## src/rtl/rv_trace_pkg.sv

```systemverilog
// Shared definitions for the retirement trace buffer: record kinds,
// record layout and a record-packing helper.
package rv_trace_pkg;

    // Packed record: {kind[70:69], rd[68:64], addr[63:32], data[31:0]}
    localparam int REC_W    = 71;
    localparam int DATA_LSB = 0;
    localparam int ADDR_LSB = 32;
    localparam int RD_LSB   = 64;
    localparam int KIND_LSB = 69;

    typedef enum logic [1:0] {
        KIND_NONE = 2'b00,
        KIND_WB   = 2'b01,
        KIND_ST   = 2'b10
    } kind_e;

    // Assemble one trace record from its fields.
    function automatic logic [REC_W-1:0] make_rec(
        input kind_e       kind,
        input logic [4:0]  rd,
        input logic [31:0] addr,
        input logic [31:0] data
    );
        logic [REC_W-1:0] rec;
        rec                    = '0;
        rec[KIND_LSB +: 2]     = kind;
        rec[RD_LSB   +: 5]     = rd;
        rec[ADDR_LSB +: 32]    = addr;
        rec[DATA_LSB +: 32]    = data;
        return rec;
    endfunction

endpackage

```

## src/rtl/rv_trace_fifo.sv

```systemverilog
// Show-ahead record FIFO with two write ports and one read port.
// Port 1 is only written together with port 0 and lands one slot after it.
// The caller guarantees writes fit and reads only happen when not empty.
module rv_trace_fifo
    import rv_trace_pkg::*;
#(
    parameter int DEPTH = 8
) (
    input  logic                     clk,
    input  logic                     rst,
    input  logic                     wr0_en,
    input  logic [REC_W-1:0]         wr0_data,
    input  logic                     wr1_en,
    input  logic [REC_W-1:0]         wr1_data,
    input  logic                     rd_en,
    output logic [REC_W-1:0]         rd_data,
    output logic [$clog2(DEPTH):0]   count
);

    localparam int AW = $clog2(DEPTH);
    localparam int CW = AW + 1;

    logic [REC_W-1:0] mem_q [DEPTH];
    logic [AW-1:0]    wptr_q, wptr_d;
    logic [AW-1:0]    rptr_q, rptr_d;
    logic [CW-1:0]    count_q, count_d;
    logic [AW-1:0]    wptr_p1;

    // Second write slot; wraps naturally because DEPTH is a power of 2.
    assign wptr_p1 = wptr_q + AW'(1);

    // Next-state pointers and occupancy.
    always_comb begin
        // NOTE: every combinational output gets a default first so no path leaves it unassigned (no latch).
        wptr_d  = wptr_q;
        rptr_d  = rptr_q;
        if (wr0_en && wr1_en) begin
            wptr_d = wptr_q + AW'(2);
        end else if (wr0_en) begin
            wptr_d = wptr_p1;
        end
        if (rd_en) begin
            rptr_d = rptr_q + AW'(1);
        end
        count_d = count_q + CW'(wr0_en) + CW'(wr1_en) - CW'(rd_en);
    end

    // Pointer and occupancy registers with synchronous reset.
    always_ff @(posedge clk) begin
        // NOTE: sequential state uses non-blocking assignment so all flops update together at the edge.
        if (rst) begin
            wptr_q  <= '0;
            rptr_q  <= '0;
            count_q <= '0;
        end else begin
            wptr_q  <= wptr_d;
            rptr_q  <= rptr_d;
            count_q <= count_d;
        end
    end

    // Record storage writes.
    always_ff @(posedge clk) begin
        // NOTE: storage has no reset; count gates visibility, so stale contents are never observed.
        if (wr0_en) begin
            mem_q[wptr_q] <= wr0_data;
        end
        if (wr1_en) begin
            mem_q[wptr_p1] <= wr1_data;
        end
    end

    assign rd_data = mem_q[rptr_q];
    assign count   = count_q;

endmodule

```

## src/rtl/rv_trace_buf.sv

```systemverilog
// Retirement trace buffer: captures register writebacks and stores from
// the core pipeline into a FIFO, dropping (and counting) records that
// do not fit in the space available at the start of the cycle.
module rv_trace_buf
    import rv_trace_pkg::*;
#(
    parameter int DEPTH     = 8,
    parameter int FILTER_X0 = 1
) (
    input  logic                    clk,
    input  logic                    rst,
    input  logic                    trace_en,
    input  logic                    wb_valid,
    input  logic [4:0]              wb_rd,
    input  logic [31:0]             wb_data,
    input  logic                    st_valid,
    input  logic [31:0]             st_addr,
    input  logic [31:0]             st_data,
    output logic                    trace_valid,
    input  logic                    trace_ready,
    output logic [REC_W-1:0]        trace_data,
    output logic [$clog2(DEPTH):0]  count,
    input  logic                    clr_stats,
    output logic                    overflow,
    output logic [15:0]             drop_cnt
);

    localparam int CW = $clog2(DEPTH) + 1;

    logic             wb_ok, st_ok;
    logic             wb_fit, st_fit;
    logic             wb_drop, st_drop;
    logic [CW-1:0]    free_slots;
    logic [CW-1:0]    st_need;
    logic [1:0]       drops;
    logic             wr0_en, wr1_en;
    logic [REC_W-1:0] wb_rec, st_rec, wr0_data;
    logic             pop;
    logic             overflow_q, overflow_d;
    logic [15:0]      drop_cnt_q, drop_cnt_d;
    logic [16:0]      drop_sum;
    logic [15:0]      drop_base;

    assign wb_rec = make_rec(KIND_WB, wb_rd, 32'h0, wb_data);
    assign st_rec = make_rec(KIND_ST, 5'd0, st_addr, st_data);

    assign trace_valid = (count != '0);
    assign pop         = trace_valid && trace_ready;

    // Classify this cycle's events: which records fit, which are dropped,
    // and how they map onto the two FIFO write ports (writeback first).
    always_comb begin
        wb_ok      = wb_valid && trace_en && !((FILTER_X0 != 0) && (wb_rd == 5'd0));
        st_ok      = st_valid && trace_en;
        // A same-cycle pop does not free space for this cycle's pushes.
        free_slots = CW'(DEPTH) - count;
        st_need    = wb_ok ? CW'(2) : CW'(1);
        wb_fit     = wb_ok && (free_slots >= CW'(1));
        st_fit     = st_ok && (free_slots >= st_need);
        wb_drop    = wb_ok && !wb_fit;
        st_drop    = st_ok && !st_fit;
        drops      = {1'b0, wb_drop} + {1'b0, st_drop};
        wr0_en     = wb_fit || st_fit;
        wr0_data   = wb_fit ? wb_rec : st_rec;
        wr1_en     = wb_fit && st_fit;
    end

    // Drop statistics; clearing discards history but keeps this cycle's drops.
    always_comb begin
        drop_base  = clr_stats ? 16'h0 : drop_cnt_q;
        drop_sum   = {1'b0, drop_base} + {15'b0, drops};
        drop_cnt_d = drop_sum[16] ? 16'hFFFF : drop_sum[15:0];
        overflow_d = (clr_stats ? 1'b0 : overflow_q) || (drops != 2'd0);
    end

    // Statistics registers with synchronous reset.
    always_ff @(posedge clk) begin
        if (rst) begin
            overflow_q <= 1'b0;
            drop_cnt_q <= 16'h0;
        end else begin
            overflow_q <= overflow_d;
            drop_cnt_q <= drop_cnt_d;
        end
    end

    assign overflow = overflow_q;
    assign drop_cnt = drop_cnt_q;

    rv_trace_fifo #(
        .DEPTH (DEPTH)
    ) u_fifo (
        .clk      (clk),
        .rst      (rst),
        .wr0_en   (wr0_en),
        .wr0_data (wr0_data),
        .wr1_en   (wr1_en),
        .wr1_data (st_rec),
        .rd_en    (pop),
        .rd_data  (trace_data),
        .count    (count)
    );

endmodule

```

## config.mk

```make
export PLATFORM = sky130hd
export DESIGN_NAME = rv_trace_buf
export DESIGN_NICKNAME = d
export VERILOG_FILES = /design/src/rtl/rv_trace_pkg.sv /design/src/rtl/rv_trace_fifo.sv /design/src/rtl/rv_trace_buf.sv
export SDC_FILE = /design/constraint.sdc
export NUM_CORES = 1
export LEC_CHECK = 0
export ABC_CLOCK_PERIOD_IN_PS = 7100
export BUFFER_PORTS_ARGS = -buffer_cell sky130_fd_sc_hd__buf_2
export CORE_MARGIN = 8
export CORE_UTILIZATION = 45
export CTS_CLUSTER_SIZE = 30
export DETAILED_ROUTE_END_ITERATION = 6
export PLACE_DENSITY_LB_ADDON = 0.25
export SYNTH_ARGS = -nofsm -noshare
export SYNTH_HDL_FRONTEND = slang
export SYNTH_HIERARCHICAL = 1
export SYNTH_SLANG_ARGS = --single-unit
```

## constraint.sdc

```tcl
create_clock -name clk -period 7.1 [get_ports clk]
set_clock_uncertainty 0.1 [all_clocks]
set_input_delay 0.355 -clock clk [delete_from_list [all_inputs] [get_ports clk]]
set_output_delay 0.355 -clock clk [all_outputs]
set_load 0.01 [all_outputs]
```

======== After elaboration in Yosys (flattened, before gate mapping) ========
Memory sizes are Yosys's and may differ from the RTL's. A register that Yosys moved wholly into a read port is not among the register bits.
Cells that the tools add are included.
word-level totals
  register bits ........................... 27
  RAM bits ................................ 568
  input port bits ......................... 108
  logic and storage cells ................. 49
  memories ................................ 1
cells by class
  add/subtract/negate cells ............... 9
  magnitude comparators ................... 2
  mux-type cells .......................... 13
  reduce and logical (&&, ||, !) cells .... 19
memories
  name          depth  width  read ports  clocked after memory_dff  write ports  RTL line             RTL
  u_fifo.mem_q  8      71     1           1                         2            rv_trace_fifo.sv:23  logic [REC_W-1:0] mem_q [DEPTH];
operator list
  operator               number
  $mux W71               1
  $mux W16               2
  $add A16 B2 Y17        1
  $mux W3                4
  $logic_and A1 B1 Y1    10
  $add A4 B1 Y4          2
  $add A3 B1 Y3 const B  2
  $logic_not A5 Y1       1
  $mux W1                5
  $ge A4 B1 Y1 const B   1
  $ge A4 B2 Y1           1
  $reduce_bool A2 Y1     2
  $reduce_bool A4 Y1     1
  $sub A4 B1 Y4          1
  $sub A4 B4 Y4 const A  1
  $add A3 B2 Y3 const B  1
  $logic_not A1 Y1       3
  $add A1 B1 Y2          1
  $logic_or A1 B1 Y1     2
  $mux W2                1

======== Logic depth before layout (Yosys ltp) ========
Gate-level depths: netlist of run 1.
  word-level depth ........................ 11
  gate-level depth with buffers ........... 16

======== Cells and area by module ========
The synthesis of run 1 kept the hierarchy.
by module, submodules not included
  module         instances  cells an instance  area an instance (µm²)  seq. area each (µm²)
  rv_trace_fifo  1          1535               28781.4                 17316.6
  rv_trace_buf   1          223                1838.0                  340.3

======== Worst setup path after synthesis of run 1 ========
No wires, ideal clock.
  kind .................................... input -> register
  start ................................... input port wb_rd[1]
  end ..................................... memory u_fifo.mem_q[0][0] (enable)
  library setup time ...................... 0.428 ns
  data arrival time ....................... 4.157 ns
  data required time ...................... 6.572 ns
  path slack .............................. 2.415 ns
  cell stages on the path ................. 13
  path buffers ............................ 2
  cell sequence ........................... or4_1 o211a_1 inv_1 ha_1 nand2b_1 a21o_1 o211ai_1 nor2_1 buf_2 nand2_1 nor3_2 buf_2 a21o_1
RTL lines
  element             RTL line             RTL
  start: declaration  rv_trace_buf.sv:14   input logic [4:0] wb_rd,
  end: declaration    rv_trace_fifo.sv:23

==> summary.log, run 1 <==
[sta] number of slew-limit violations in the final report 0
[sta] f_max 0.204 GHz
[logic_synthesis] most instantiated flip-flop cell in the synthesis netlist sky130_fd_sc_hd__edfxtp_1
[placement] last weighted congestion value of the routability-driven placer 0.761
[sta] unrepaired setup endpoints after global routing false
[finish] number of fill cells 5575
[logic_synthesis] Post-Syn Area 30600 sq um
[sta] setup-violating endpoint count in the final report 0
[route] post-route ant nets 0
[floorplan] area enclosed by the die boundary 76600 sq um
[placement] HPWL reported at the end of detailed placement 43.5 mm
[floorplan] core region area 67300 sq um
[logic_synthesis] EDFF count, synth 568
[setup_path] critical path startpoint category flip-flop
[global_route] grt ovf 0
[finish] ratio of cells with drive above 1 in the final layout 55.3%
[setup_path] critical path data required time 7.23 ns
[route] number of vias per cell after detailed routing 5.82
[clock_tree] total clock sinks 598
[hold_path] worst hold path type input port to flip-flop
[clock_tree] H-Tree Depth 3
[global_route] pin count of the biggest net entering global routing 70
[floorplan] starting density of the core 45.5%
[logic_synthesis] largest cells by area after synthesis sky130_fd_sc_hd__edfxtp_1, sky130_fd_sc_hd__mux2_2, sky130_fd_sc_hd__mux4_2
[clock_tree] Max Buffers Root-to-Sink 3
[route] Total Wirelength 77.4 mm
[clock_tree] CTS Root Buffer Type sky130_fd_sc_hd__clkbuf_16
[placement] Port Buffers 200
[finish] fin nets 2129
[logic_synthesis] proportion of synthesized chip area in sequential cells 57.7%
[power_and_ir_drop] PwrDens 295 nW/um^2
[logic_synthesis] number of distinct library cells after synthesis 58
[setup_path] data arrival time of the critical path 5.02 ns
[logic_synthesis] ranking of synthesized cells by instance count sky130_fd_sc_hd__mux2_2, sky130_fd_sc_hd__edfxtp_1, sky130_fd_sc_hd__mux4_2, sky130_fd_sc_hd__buf_2, sky130_fd_sc_hd__and2_1
[logic_synthesis] fraction of synthesized cell area taken by the top area cell type 55.7%
[power_and_ir_drop] maximum vdd ir drop 0.176 mV
[sta] setup tns final 0 ns
[sta] Min Clock Period, post-route 4.89 ns
[finish] Area growth, synth to finish 13.3%
[job] MaxCap Viol Count 0
[floorplan] Die Span Y 277 um
[logic_synthesis] share of async-settable or async-resettable flops after synthesis 0%
[global_route] via count of the first global-routing pass 18600
[global_route] number of antenna violations at the first check in global routing 5
[global_route] first-pass GRT wire length 117 mm
[route] final routed DRC violation total 0
[logic_synthesis] flop and latch count out of synthesis 598
[sta] max-slew headroom at the worst pin 28.9%
[clock_tree] clock latency on the worst-skew pair 0.59 ns
[clock_tree] TritonCTS clock tree built
[clock_tree] Post-CTS Setup Inserts 0
[logic_synthesis] cell with the most instances after synthesis sky130_fd_sc_hd__mux2_2
[floorplan] Horiz. Die Dim 277 um
[sta] slew of the pin with the lowest slew margin 1.07 ns
[floorplan] # rows 95
[clock_tree] post-cts sizing count 0
[logic_synthesis] average size of a mapped cell 17.4 sq um
[route] number of vias in the routed layout 17000
[sta] crit share post-route 68.9%
[clock_tree] hold-fix buffer count after cts 0
[logic_synthesis] synthesis warning total 6
[power_and_ir_drop] Final Total Pwr 10200 uW
[clock_tree] Clock transition at path regs 0.06 ns
[setup_path] Critical Path End Type flip-flop
[power_and_ir_drop] cell leakage power 0.0116 uW
[global_route] total global routing track utilization 19.9%
[sta] final hold violation count 0
[route] number of DRC violations after detailed-routing iteration 0 1171
[setup_path] maximum fanout along the worst path 43
[route] first-pass iteration count of the detailed router 4
[clock_tree] cts bufs inserted 69
[logic_synthesis] largest area contributor in the synthesized netlist sky130_fd_sc_hd__edfxtp_1
[status] run status complete, no violations
[setup_path] Crit Path Class flip-flop to flip-flop
[route] routed wirelength normalized by instance count 26.5 um
[floorplan] I/O pin count 201
[logic_synthesis] Mapped Cells 1758
[power breakdown]
| group | switching [uW] | internal (uW) | total, uW |
|---|---|---|---|
| Sequential | 146 | 4290 | 4430 |
| Clock | 1390 | 1870 | 3260 |
| Combinational | 1280 | 1240 | 2520 |
[cell usage in the layout, fill, tap and decap left out, types with 24 or more instances in the layout]
cell,netlist,layout
sky130_fd_sc_hd__and2_1,38,38
sky130_fd_sc_hd__buf_2,60,200
sky130_fd_sc_hd__buf_4,7,29
sky130_fd_sc_hd__clkbuf_16,0,71
sky130_fd_sc_hd__conb_1,2,56
sky130_fd_sc_hd__dfxtp_1,30,27
sky130_fd_sc_hd__edfxtp_1,568,568
sky130_fd_sc_hd__mux2_1,24,24
sky130_fd_sc_hd__mux2_2,647,647
sky130_fd_sc_hd__mux4_2,142,142
[final cells by class]
cell class	count	area [sq um]	area share, %
diodes	3	7.51	0.0216
multi-input cells	1080	12600	36.2
flip-flops and latches	598	17700	50.9
clock buffers	87	1850	5.32
repair buffers	230	1240	3.57
clock inverters	31	196	0.566
inverters	22	85.1	0.245
well taps	873	1090	3.15
[per-layer routing]
layer  global-route usage [%]  vias up  routed length (um)
met5                        0        -                   0
met4                     5.39        0                1450
met3                     3.44       89                3740
met2                     34.0      437               39000
met1                     25.9     8928               33200
li1                         -     7551                   -
[state kept, by name (all words and copies together), names as in the netlist, named ones only]
| signal | flops |
|---|---|
| u_fifo/wptr_q | 3 |
| overflow | 1 |
| u_fifo/rptr_q | 3 |
| u_fifo/count | 4 |
| u_fifo/mem_q | 568 |
| drop_cnt | 16 |
[per-stage QoR]
stage	instance area (sq um)	setup slack (ns)	utilization, %	hold WS (ns)	instances
3_5_place_dp	32600	1.78	48.5	0.365	2803
5_1_grt	34700	1.87	51.6	0.0495	2922
3_3_place_gp	32600	1.92	48.5	0.357	2803
2_1_floorplan	30800	2.42	-	0.327	1812
4_1_cts	34700	2.15	51.5	0.0221	2921
6_report	34700	2.21	51.6	0.0567	2924
[worst paths after layout]
check,end,from,slack [ns],cells after the start
max,u_fifo/mem_q[5][26],u_fifo/count[1],2.21,9
min,u_fifo/mem_q[5][62],st_addr[30],0.06,2
max reg2reg,u_fifo/mem_q[5][26],u_fifo/count[1],2.21,9
min reg2reg,overflow,overflow,0.37,2
[worst max-delay path, cell delays in order, from the launching register on]
cell and delay, ns:
sky130_fd_sc_hd__dfxtp_1 0.38, sky130_fd_sc_hd__or3_1 0.41, sky130_fd_sc_hd__nand2_1 0.12, sky130_fd_sc_hd__o31a_4 0.24, sky130_fd_sc_hd__inv_4 0.23, sky130_fd_sc_hd__nor2_1 0.66, sky130_fd_sc_hd__nor3b_1 0.60, sky130_fd_sc_hd__nand2_4 0.60
sky130_fd_sc_hd__nand2_4 0.56, sky130_fd_sc_hd__buf_4 0.56
[kinds of logic after synthesis]
logic type | Yosys count | synth area share [%]
AOI/OAI and AO/OA | 48 | 1.13
xor gates and xnor gates | 9 | 0.282
adders and majority gates | 20 | 0.891
buffers and inverters | 134 | 2.34
DFF | 598 | 57.7
muxes | 814 | 35.2
other | 2 | 0.0245
and+or+nand+nor | 133 | 2.51
Power figures use the tool's default switching activity.
==> inputs of run 2 (changes only) <==
--- a/config.mk
+++ b/config.mk
@@ -5,7 +5,7 @@
 export SDC_FILE = /design/constraint.sdc
 export NUM_CORES = 1
 export LEC_CHECK = 0
-export ABC_CLOCK_PERIOD_IN_PS = 7100
+export ABC_CLOCK_PERIOD_IN_PS = 3980
 export BUFFER_PORTS_ARGS = -buffer_cell sky130_fd_sc_hd__buf_2
 export CORE_MARGIN = 8
 export CORE_UTILIZATION = 45
==> constraint.sdc (replaced) <==
create_clock -name clk -period 3.98 [get_ports clk]
set_clock_uncertainty 0.1 [all_clocks]
set_input_delay 0.199 -clock clk [delete_from_list [all_inputs] [get_ports clk]]
set_output_delay 0.199 -clock clk [all_outputs]
set_load 0.01 [all_outputs]
==> run 2 against run 1 <==
Worst setup slack got worse by 1.9 ns; hold slack got worse by 0.0093 ns; sequential share of layout area fell by 2.5 points; global-route usage rose by 0.30 points; maximum frequency rose by 33%; largest cell class unchanged; largest power group unchanged.
==> summary.log, run 2 (synthesis gave the netlist of run 1 again) <==
[status] run status complete, no violations
[hold_path] Hold Path Stages 3
[global_route] number of antenna violations at the first check in global routing 1
[route] number of vias per cell after detailed routing 5.78
[placement] last weighted congestion value of the routability-driven placer 0.773
[finish] most frequent standard cell in the layout excluding fill and tap cells sky130_fd_sc_hd__mux2_2
[sta] f_max 0.272 GHz
[finish] Area growth, synth to finish 19.2%
[placement] Cell Area, Placed 33700 sq um
[finish] antenna cell count 0
[floorplan] I/O pin count 201
[sta] setup tns final 0 ns
[floorplan] # rows 95
[power_and_ir_drop] switch share 27.3%
[route] number of DRC violations after detailed-routing iteration 0 1026
[sta] unrepaired setup endpoints after global routing false
[floorplan] Horiz. Die Dim 277 um
[power_and_ir_drop] PwrDens 513 nW/um^2
[global_route] via count of the first global-routing pass 19000
[finish] fin nets 2252
[finish] ratio of cells with drive above 1 in the final layout 54.8%
[setup_path] maximum fanout along the worst path 7
[global_route] total global routing track utilization 20.2%
[clock_tree] cts bufs inserted 68
[sta] max-slew headroom at the worst pin 44.3%
[global_route] first-pass GRT wire length 119 mm
[hold_path] worst min-delay path startpoint wb_data[17]
[setup_path] Critical Path End Type flip-flop
[finish] final standard cell area without fillers 36500 sq um
[placement] placed instance count 2858
[global_route] pin count of the biggest net entering global routing 72
[finish] register bank with the most flops u_fifo/mem_q
[placement] HPWL reported at the end of detailed placement 46.1 mm
[finish] flip-flop count of the largest register after layout 568
[sta] number of slew-limit violations in the final report 0
[floorplan] core region area 67300 sq um
[placement] Port Buffers 200
[power_and_ir_drop] sequential power share 42.2%
[route] first-pass iteration count of the detailed router 5
[sta] final hold violation count 0
[finish] Finished Layout Cells 3050
[setup_path] critical path data required time 4.36 ns
[floorplan] area enclosed by the die boundary 76600 sq um
[sta] slew of the pin with the lowest slew margin 0.836 ns
[clock_tree] Clock transition at path regs 0.07 ns
[clock_tree] Max Buffers Root-to-Sink 3
[route] final routed DRC violation total 0
[route] Total Wirelength 78.5 mm
[clock_tree] total clock sinks 598
[setup_path] start of the worst register-to-register path u_fifo/count[1]
[setup_path] cells on worst reg2reg path 15
[clock_tree] TritonCTS clock tree built
[sta] Min Clock Period, post-route 3.68 ns
[power_and_ir_drop] internal power summed over all cells 13600 uW
[route] routed wirelength normalized by instance count 25.7 um
[job] MaxCap Viol Count 0
[finish] share of the core filled with cells in the final layout 54.3%
[setup_path] critical path startpoint category flip-flop
[setup_path] data arrival time of the critical path 4.06 ns
[sta] setup-violating endpoint count in the final report 0
[power_and_ir_drop] cell leakage power 0.0124 uW
[setup_path] worst-case register-to-register setup slack 0.30 ns
[power_and_ir_drop] power share of the combinational group 25.4%
[power_and_ir_drop] clock power share 32.4%
[clock_tree] H-Tree Depth 3
[setup_path] Crit Path Class flip-flop to flip-flop
[floorplan] Die Span Y 277 um
[clock_tree] CTS Root Buffer Type sky130_fd_sc_hd__clkbuf_16
[power_and_ir_drop] sw power 5120 uW
[power_and_ir_drop] maximum vdd ir drop 0.323 mV
[global_route] grt ovf 0
[finish] highest-count cells in the layout ignoring fill and taps sky130_fd_sc_hd__mux2_2, sky130_fd_sc_hd__edfxtp_1, sky130_fd_sc_hd__buf_2
[floorplan] starting density of the core 45.5%
[hold_path] worst hold path type input port to flip-flop
[sta] crit share post-route 92.5%
[setup_path] endpoint of the lowest-slack register-to-register path drop_cnt[15]
[clock_tree] clock latency on the worst-skew pair 0.59 ns
[route] number of vias in the routed layout 17600
[route] post-route ant nets 0
[hold_path] Endpoint, Worst Hold u_fifo/mem_q[0][17]
==> run 2: timing repair <==
| action | CTS | global route |
|---|---|---|
| endpoints found under the hold margin | 517 | 0 |
| hold buffers | 68 | 0 |
| endpoints found under the setup margin | 0 | 2 |
| gates resized for setup | 0 | 1 |
| setup buffers | 0 | 1 |
==> run 2: how the worst max path moves through the flow <==
stage                          startpoint            endpoint
after floorplan                  wb_rd[1]  u_fifo/mem_q[7][0]
after global placement           wb_rd[1]        drop_cnt[11]
after detailed placement         wb_rd[1]        drop_cnt[11]
after CTS                 u_fifo/count[0]        drop_cnt[11]
after global routing      u_fifo/count[1]        drop_cnt[15]
final                     u_fifo/count[1]        drop_cnt[15]
==> run 2: per-layer routing <==
layer / wire [um] / global-route usage, %
met2: 39300 / 34.7
met4: 1960 / 5.87
met5: 11 / 0
met3: 3780 / 3.21
met1: 33500 / 26.2
==> run 2: worst max-delay path, cell delays in order, from the launching register on <==
cell	delay [ns]
sky130_fd_sc_hd__dfxtp_1	0.46
sky130_fd_sc_hd__inv_1	0.07
sky130_fd_sc_hd__ha_1	0.27
sky130_fd_sc_hd__ha_1	0.27
sky130_fd_sc_hd__a21o_1	0.16
sky130_fd_sc_hd__nor2_1	0.12
sky130_fd_sc_hd__nand3_1	0.10
sky130_fd_sc_hd__ha_1	0.28
sky130_fd_sc_hd__ha_1	0.16
sky130_fd_sc_hd__inv_1	0.06
sky130_fd_sc_hd__fa_1	0.38
sky130_fd_sc_hd__or3b_1	0.43
sky130_fd_sc_hd__nor2_2	0.16
sky130_fd_sc_hd__buf_4	0.16
sky130_fd_sc_hd__a22oi_1	0.09
sky130_fd_sc_hd__o31ai_1	0.29
==> run 2: power by group through the flow <==
stage                     registers [uW]  logic, uW  clock network [uW]
after global placement              8030       4660                   0
after global routing                7970       5120                6440
final                               7910       4760                6060
after floorplan                     7870       3170                   0
after CTS                           7930       4840                6210
after detailed placement            8050       4750                   0
==> run 2: area by class of cell <==
type / instances / area [sq um]
clock buffer: 89 / 1840
clock inverter: 34 / 294
fill: 5426 / 30800
inverter: 22 / 85.1
multi-input combinational: 1080 / 12600
sequential: 598 / 17700
tap: 873 / 1090
timing repair buffer: 354 / 2970
==> run 2: metrics by stage <==
stage | setup WS, ns | total power, uW | hold WS (ns)
6_report | 0.300 | 18700 | 0.0474
5_1_grt | 0.0111 | 19500 | 0.0511
4_1_cts | 0.244 | 19000 | 0.0126
3_5_place_dp | -0.126 | 12800 | 0.390
3_3_place_gp | -0.0392 | 12700 | 0.401
2_1_floorplan | 0.00623 | 11000 | 0.171
==> inputs of run 3 (changes only) <==
--- a/config.mk
+++ b/config.mk
@@ -5,7 +5,7 @@
 export SDC_FILE = /design/constraint.sdc
 export NUM_CORES = 1
 export LEC_CHECK = 0
-export ABC_CLOCK_PERIOD_IN_PS = 3980
+export ABC_CLOCK_PERIOD_IN_PS = 4270
 export BUFFER_PORTS_ARGS = -buffer_cell sky130_fd_sc_hd__buf_2
 export CORE_MARGIN = 8
 export CORE_UTILIZATION = 45
==> constraint.sdc (replaced) <==
create_clock -name clk -period 4.27 [get_ports clk]
set_clock_uncertainty 0.1 [all_clocks]
set_input_delay 0.2135 -clock clk [delete_from_list [all_inputs] [get_ports clk]]
set_output_delay 0.2135 -clock clk [all_outputs]
set_load 0.01 [all_outputs]
==> run 3 against run 2 <==
Count of clock-buffer cells in the layout down 9; hold slack better by 0.013 ns; maximum frequency down 2.4%; power down 7.2%; cell count down 1.4%; via count down 1.1%; utilization down 0.73 points; cell area down 1.4%; critical path depth down 1; worst setup slack better by 0.20 ns; critical path type unchanged; critical endpoint is now drop_cnt[11].
==> summary.log, run 3 (synthesis gave the netlist of run 1 again) <==
[route] post-route ant nets 0
[setup_path] most used cell along the critical path sky130_fd_sc_hd__ha_1
[finish] register bank with the most flops u_fifo/mem_q
[setup_path] Critical Path Max Stage Delay 0.47 ns
[placement] placed instance count 2825
[route] number of vias per cell after detailed routing 5.80
[finish] flip-flop count of the largest register after layout 568
[global_route] via count of the first global-routing pass 18900
[route] Total Wirelength 79.1 mm
[power_and_ir_drop] cell leakage power 0.0121 uW
[hold_path] worst hold path type input port to flip-flop
[setup_path] critical path data required time 4.64 ns
[setup_path] cells along the critical path inv_1 > ha_1 > ha_1 > a21o_1 > nor2_1 > nand3_1 > ha_1 > ha_1 > inv_1 > fa_1 > or3b_1 > nor2_2 > nand4b_1 > o311ai_0
[clock_tree] Clock transition at path regs 0.06 ns
[sta] setup tns final 0 ns
[job] MaxCap Viol Count 0
[sta] max-slew headroom at the worst pin 43.7%
[finish] most frequent standard cell in the layout excluding fill and tap cells sky130_fd_sc_hd__mux2_2
[route] number of vias in the routed layout 17400
[setup_path] data arrival time of the critical path 4.14 ns
[clock_tree] total clock sinks 598
[setup_path] critical path startpoint category flip-flop
[power_and_ir_drop] maximum vdd ir drop 0.263 mV
[floorplan] starting density of the core 45.5%
[finish] ratio of cells with drive above 1 in the final layout 54.0%
[route] number of DRC violations after detailed-routing iteration 0 1146
[floorplan] core region area 67300 sq um
[floorplan] Die Span Y 277 um
[sta] f_max 0.265 GHz
[setup_path] Worst path slowest cell sky130_fd_sc_hd__dfxtp_1
[placement] HPWL reported at the end of detailed placement 44.3 mm
[global_route] pin count of the biggest net entering global routing 61
[clock_tree] post-cts sizing count 0
[global_route] grt ovf 0
[floorplan] area enclosed by the die boundary 76600 sq um
[floorplan] I/O pin count 201
[global_route] total global routing track utilization 20.2%
[power_and_ir_drop] PwrDens 483 nW/um^2
[sta] crit share post-route 88.3%
[finish] highest-count cells in the layout ignoring fill and taps sky130_fd_sc_hd__mux2_2, sky130_fd_sc_hd__edfxtp_1, sky130_fd_sc_hd__buf_2
[finish] Finished Layout Cells 3008
[sta] number of slew-limit violations in the final report 0
[route] final routed DRC violation total 0
[floorplan] # rows 95
[finish] fin nets 2216
[floorplan] Horiz. Die Dim 277 um
[sta] setup-violating endpoint count in the final report 0
[sta] final hold violation count 0
[route] first-pass iteration count of the detailed router 5
[finish] Area growth, synth to finish 17.6%
[clock_tree] clock latency on the worst-skew pair 0.59 ns
[sta] slew of the pin with the lowest slew margin 0.844 ns
[clock_tree] Max Buffers Root-to-Sink 3
[clock_tree] CTS Root Buffer Type sky130_fd_sc_hd__clkbuf_16
[global_route] number of antenna violations at the first check in global routing 2
[clock_tree] TritonCTS clock tree built
[setup_path] count of buffering cells on the critical path with inverters included 2
[sta] unrepaired setup endpoints after global routing false
[global_route] first-pass GRT wire length 119 mm
[setup_path] Top delay family on crit path adder cells
[setup_path] worst-case register-to-register setup slack 0.50 ns
[setup_path] Critical Path End Type flip-flop
[route] routed wirelength normalized by instance count 26.3 um
[setup_path] maximum fanout along the worst path 7
[clock_tree] H-Tree Depth 3
[sta] Min Clock Period, post-route 3.77 ns
[placement] last weighted congestion value of the routability-driven placer 0.750
[setup_path] Crit Path Class flip-flop to flip-flop
[clock_tree] cts bufs inserted 66
[placement] Port Buffers 200
[status] run status complete, no violations
==> run 3: timing repair <==
| item | in CTS | in global routing |
|---|---|---|
| hold buffers | 68 | 0 |
| buffers inserted | 0 | 0 |
| endpoints found under the hold margin | 518 | 0 |
==> run 3: cell type report <==
cell class | count | area (sq um)
Clock buffer | 80 | 1750
Sequential cell | 598 | 17700
Antenna cell | 2 | 5.00
Fill cell | 5440 | 31300
Timing Repair Buffer | 320 | 2500
Clock inverter | 33 | 363
Tap cell | 873 | 1090
Inverter | 22 | 85.1
Multi-Input combinational cell | 1080 | 12600
==> run 3: metal layers <==
| layer | wire, um | track usage [%] | part of all wire, % |
|---|---|---|---|
| met1 | 34300 | 26.6 | 43 |
| met2 | 39400 | 34.4 | 50 |
| met4 | 1640 | 5.71 | 2.1 |
| met3 | 3650 | 3.33 | 4.6 |
| met5 | 13 | 0 | 0.016 |
==> run 3: tightest hold or removal path: cells and delay by family <==
kind                   cells  cell delay [ns]
buffers and inverters      1             0.07
muxes                      2             0.37
==> run 3: final timing paths <==
| check | startpoint | end | cells past startpoint |
|---|---|---|---|
| max | u_fifo/count[0] | drop_cnt[11] | 14 |
| max reg2reg | u_fifo/count[0] | drop_cnt[11] | 14 |
| min reg2reg | overflow | overflow | 2 |
| min | wb_data[26] | u_fifo/mem_q[3][26] | 3 |
==> run 3: stage by stage <==
step	power (uW)	hold WS (ns)	worst slack (ns)	cell area [sq um]	util, %
after floorplan	10300	0.185	0.175	30800	-
after global placement	11800	0.395	0.161	33200	49.4
after detailed placement	11900	0.391	0.0447	33200	49.4
after CTS	17600	0.0145	0.445	36000	53.5
after global routing	18100	0.0559	0.240	36000	53.5
final	17400	0.0606	0.501	36000	53.5
==> run 3: power breakdown <==
part           total (uW)  switching (uW)  internal (uW)
registers            7360             245           7120
logic                4370            2170           2200
clock network        5660            2320           3340
